<file path="src/rtl/botao_evento.sv">
// Button gesture classifier: turns a press pulse plus held level into short/long/double events.
// Optional auto-repeat of long press while held: define BOTAO_EVENTO_REPEAT_EN.
module botao_evento #(
  parameter int LONG_CYC   = 1000,
  parameter int DOUBLE_CYC = 500,
  parameter int CNT_W      = 16
) (
  input  logic       clk,
  input  logic       rst,
  input  logic       b_pulse,
  input  logic       b_hold,
  output logic       ev_short,
  output logic       ev_long,
  output logic       ev_double,
  output logic [1:0] ev_code,
  output logic       busy
);

  typedef enum logic [2:0] {IDLE, HELD, WAIT2, HELD2, LONGREL} state_t;

  localparam logic [CNT_W-1:0] LONG_LAST = CNT_W'(LONG_CYC - 1);
  localparam logic [CNT_W-1:0] DBL_LAST  = CNT_W'(DOUBLE_CYC - 1);

  state_t           state;
  logic [CNT_W-1:0] cnt;

  always_ff @(posedge clk) begin
    if (rst) begin
      state     <= IDLE;
      cnt       <= '0;
      ev_short  <= 1'b0;
      ev_long   <= 1'b0;
      ev_double <= 1'b0;
      ev_code   <= 2'd0;
      busy      <= 1'b0;
    end else begin
      ev_short  <= 1'b0;
      ev_long   <= 1'b0;
      ev_double <= 1'b0;
      case (state)
        IDLE: begin
          if (b_pulse) begin
            state <= HELD;
            cnt   <= '0;
            busy  <= 1'b1;
          end
        end
        HELD: begin
          if (!b_hold) begin
            state <= WAIT2;
            cnt   <= '0;
          end else if (cnt == LONG_LAST) begin
            ev_long <= 1'b1;
            ev_code <= 2'd2;
            state   <= LONGREL;
            cnt     <= '0;
          end else begin
            cnt <= cnt + 1'b1;
          end
        end
        WAIT2: begin
          // A second press on the expiry edge beats the short event.
          if (b_pulse) begin
            state <= HELD2;
            cnt   <= '0;
          end else if (cnt == DBL_LAST) begin
            ev_short <= 1'b1;
            ev_code  <= 2'd1;
            state    <= IDLE;
            busy     <= 1'b0;
          end else begin
            cnt <= cnt + 1'b1;
          end
        end
        HELD2: begin
          if (!b_hold) begin
            ev_double <= 1'b1;
            ev_code   <= 2'd3;
            state     <= IDLE;
            busy      <= 1'b0;
          end
        end
        LONGREL: begin
          if (!b_hold) begin
            state <= IDLE;
            busy  <= 1'b0;
          end
`ifdef BOTAO_EVENTO_REPEAT_EN
          else if (cnt == LONG_LAST) begin
            ev_long <= 1'b1;
            ev_code <= 2'd2;
            cnt     <= '0;
          end else begin
            cnt <= cnt + 1'b1;
          end
`endif
        end
        default: begin
          state <= IDLE;
          cnt   <= '0;
          busy  <= 1'b0;
        end
      endcase
    end
  end

endmodule
</file>
<file path="config.mk">
export PLATFORM = sky130hd
export DESIGN_NAME = botao_evento
export DESIGN_NICKNAME = d
export VERILOG_FILES = /design/src/rtl/botao_evento.sv
export SDC_FILE = /design/constraint.sdc
export NUM_CORES = 1
export LEC_CHECK = 0
export BUFFER_PORTS_ARGS = -buffer_cell sky130_fd_sc_hd__buf_4
export CAP_MARGIN = 20
export CORE_ASPECT_RATIO = 0.6
export CORE_MARGIN = 2
export CORE_UTILIZATION = 55
export CTS_CLUSTER_SIZE = 10
export DETAILED_ROUTE_END_ITERATION = 10
export PLACE_DENSITY = 0.71
export SETUP_SLACK_MARGIN = 0.2
export SLEW_MARGIN = 10
export SYNTH_ARGS = -nofsm -noshare
export SYNTH_HDL_FRONTEND = slang
export SYNTH_SLANG_ARGS = --single-unit
export TNS_END_PERCENT = 1
</file>
<file path="constraint.sdc">
create_clock -name clk -period 2.95 [get_ports clk]
set_clock_uncertainty 0.2 [all_clocks]
set_input_delay 0.1475 -clock clk [delete_from_list [all_inputs] [get_ports clk]]
set_output_delay 0.1475 -clock clk [all_outputs]
set_load 0.02 [all_outputs]
</file>
==> results.cfg <==
[synth]
synth_top_family_by_area = simple AND/OR/NAND/NOR gates
ys_seq_area_share_pct = 37.5
synth_nets = 159
yosys-mux-area-fraction_pct = 1.50
postSynth.asyncResetShare_pct = 0
synth_compound_area_share_pct = 14.0
netlist_top_cells_area = dfxtp_1 37%, xor2_1 6.6%, nor2_1 6.2%, nand3_1 4.1%, nand2_1 3.4%
synth_seq_cells = 25
ys_warn_count = 0
avgSynthCellArea_um2 = 8.67
yosys.area.top_type_share_pct = 37.5
syn_area_mm2 = 0.00134
synthCells = 154
synth-simple-area-share_pct = 32.1
synthAdderAreaFrac_pct = 0.937
synth-edff-count = 0
yosys.cell_types.count = 45
synth-xor-area-share_pct = 9.18
synth_top_area_cell = dfxtp_1
synth_ff_type = dfxtp_1

[pwr]
switching_share_pct = 25.1
p_clk_share_pct = 30.9
leakage_nw = 0.550
p_int_mw = 0.482
ir_drop_v = 0.000275
power.switching_mw = 0.161
power_density_mw_per_mm2 = 425
seq_power_share_pct = 55.5
share_comb_of_total_power_pct = 13.5

[grt]
grt_pass1_wl_um = 4860
antenna_found_initial = 0
grt_pass1_vias = 1046
grt_max_degree = 19
grt_usage_pct = 22.8
overflow = 0

[clock_tree]
clk_path_buf_depth = 2
cts_resized = 0
cts.sinks = 25
cts_buffers = 3
clkTransAtPathRegs_ns = 0.08
clock_latency_ns = 0.27
cts_tree = built
h-tree-depth = 1
cts_root_buffer = clkbuf_8

[critical_path]
critPathRequiredTime_ns = 2.94
max_stage_delay_ns = 0.53
crit_path_end_kind = register
reg2reg_setup_slack_ns = 0.33
cp-startpoint = cnt[0]
cpMaxStageDelayCell = or4_4
cp_max_fo = 9
r2r-end = cnt[0]
critPathLaunchType = register
critPathArrivalTime_ns = 2.61
crit_chain = ha_1 -> or4b_4 -> or4_4 -> or2_4 -> a21o_1 -> a31oi_1
crit_type = reg -> reg
rr_worst_depth = 6
timing.rr.start = cnt[0]

[run]
maxCapViolations = 0

[finish]
drive_above_1_share_pct = 16.0
antennaDiodeCount = 0
layout.nets = 175
area_delta_synth_final_pct = 13.2

[sta]
setup_viol = 0
tns_ns = 0
tightest_slew_ns = 0.876
grt_setup_unrepaired = true
hold_slack_ns = 0.288
min_period_ns = 2.62
maxSlewHeadroom_pct = 40.1
drv_slew = 0
hold_viol_final = 0
fmax_mhz = 382
fin_crit_sh_pct = 88.7

[detailed_routing]
routed_via_density = 5.74
drtAntennaViolNets = 0
drtPass1Iterations = 5
drt_iter0_markers = 83
post_drt_wl_per_cell_um = 14.6
vias = 1142
drt-total-wl_um = 2900
drc = 0

[placed_design]
place_congestion = 0.921
io_buffers = 9
dp_hpwl_um = 2010

[floorplanning]
num_rows = 13
ios = 10
die-area_mm2 = 0.00285
die_w_um = 67.6
die_y_um = 42.2
core_area_mm2 = 0.00223
initial_core_util_pct = 59.9

[worst_hold_path]
whs_path_depth = 2
holdCritStartpoint = ev_code[0]
hold_path_class = reg -> reg
holdPathEnd = ev_code[0]

[status]
outcome = finished clean
[layout make-up]
cell class | count | area (um^2)
fillers | 185 | 717
inverters | 3 | 11.3
multi-input cells | 120 | 769
repair buffers | 17 | 148
well taps | 30 | 37.5
clock buffers | 4 | 45.0
flip-flops and latches | 25 | 500
[cell usage in the layout, fill, tap and decap left out, types with 3 or more instances in the layout]
master         instances
xor2_1                10
nor2_1                22
dfxtp_1               25
nand2b_1               3
a21oi_1                5
a211oi_1               3
nand3_1               11
dlygate4sd3_1          3
o21ai_0                6
nor3_1                 3
buf_4                 13
nand2_1               12
nand3b_1               4
clkbuf_8               3
nand4_1                4
xnor2_1                4
inv_1                  3
[synth_stat cells, drive strengths merged, types with 2 or more instances]
library cell	number
nand2b	3
inv	3
xor2	10
nand3	11
and3b	2
mux2i	2
dfxtp	25
nor3	3
xnor2	4
nor2	22
nand4	4
or4	2
nand3b	4
a211oi	3
clkbuf	4
buf	2
a21oi	5
nor2b	2
or4b	3
nand2	12
and3	3
o21ai	6
a31oi	3
[power groups by stage]
stage	clock (mW)	combinational, mW	sequential (mW)
3_5_place_dp	0	0.0761	0.364
3_3_place_gp	0	0.0745	0.364
4_1_cts	0.207	0.0798	0.357
6_report	0.199	0.0870	0.357
5_1_grt	0.224	0.0948	0.359
2_1_floorplan	0	0.0595	0.363
[how the worst max path moves through the flow]
stage | end | cells after the start | slack [ns]
floorplan | cnt[3] | 7 | 0.47
global placement | cnt[15] | 6 | 0.32
detailed placement | cnt[6] | 6 | 0.24
CTS | cnt[6] | 6 | 0.23
global route | cnt[0] | 6 | 0.20
finish | cnt[0] | 6 | 0.33
[through the flow]
stage	worst slack (ns)	area, um^2	utilization, %	instances	total power [mW]
2_1_floorplan	0.473	1340	-	154	0.422
3_3_place_gp	0.318	1420	63.6	191	0.438
3_5_place_dp	0.239	1420	63.6	191	0.440
4_1_cts	0.229	1490	66.9	198	0.643
5_1_grt	0.196	1510	67.8	199	0.677
6_report	0.332	1510	67.8	199	0.643
[routing by layer]
metal  routed length, um  GRT usage, %  vias to the layer above  share of wire [%]
met4                  14          7.35                        0               0.48
met1                1400          32.5                      521                 48
met5                   0             0                        -                  0
met2                1320          32.0                       39                 45
li1                    -             -                      580                  -
met3                 170          7.80                        2                5.9
[worst max-delay path, delay by kind of cell, from the launching register on]
kind | cells | cell delay [ns]
AND/OR/NAND/NOR | 3 | 1.29
flip-flops | 1 | 0.47
AO/OA/AOI/OAI | 2 | 0.34
adder cells (fa/ha/maj) | 1 | 0.23
[cells by family (layout without fill, tap and decap cells)]
| group | Yosys count | count (layout) |
|---|---|---|
| xor+xnor | 14 | 14 |
| compound gates | 26 | 26 |
| buf+inv | 9 | 24 |
| fa+ha+maj | 1 | 1 |
| simple gates | 77 | 77 |
| mux | 2 | 2 |
| flops | 25 | 25 |
[timing repair]
item	CTS	global route
buffers inserted	0	1
setup endpoints to repair	0	16
hold buffers	3	0
hold endpoints to repair	7	0
[sequential cells by signal, summed over array words and instances (netlist names)]
signal     cells
busy           1
ev_long        1
ev_double      1
ev_short       1
state          3
cnt           16
ev_code        2
(Power assumes the default switching activity.)
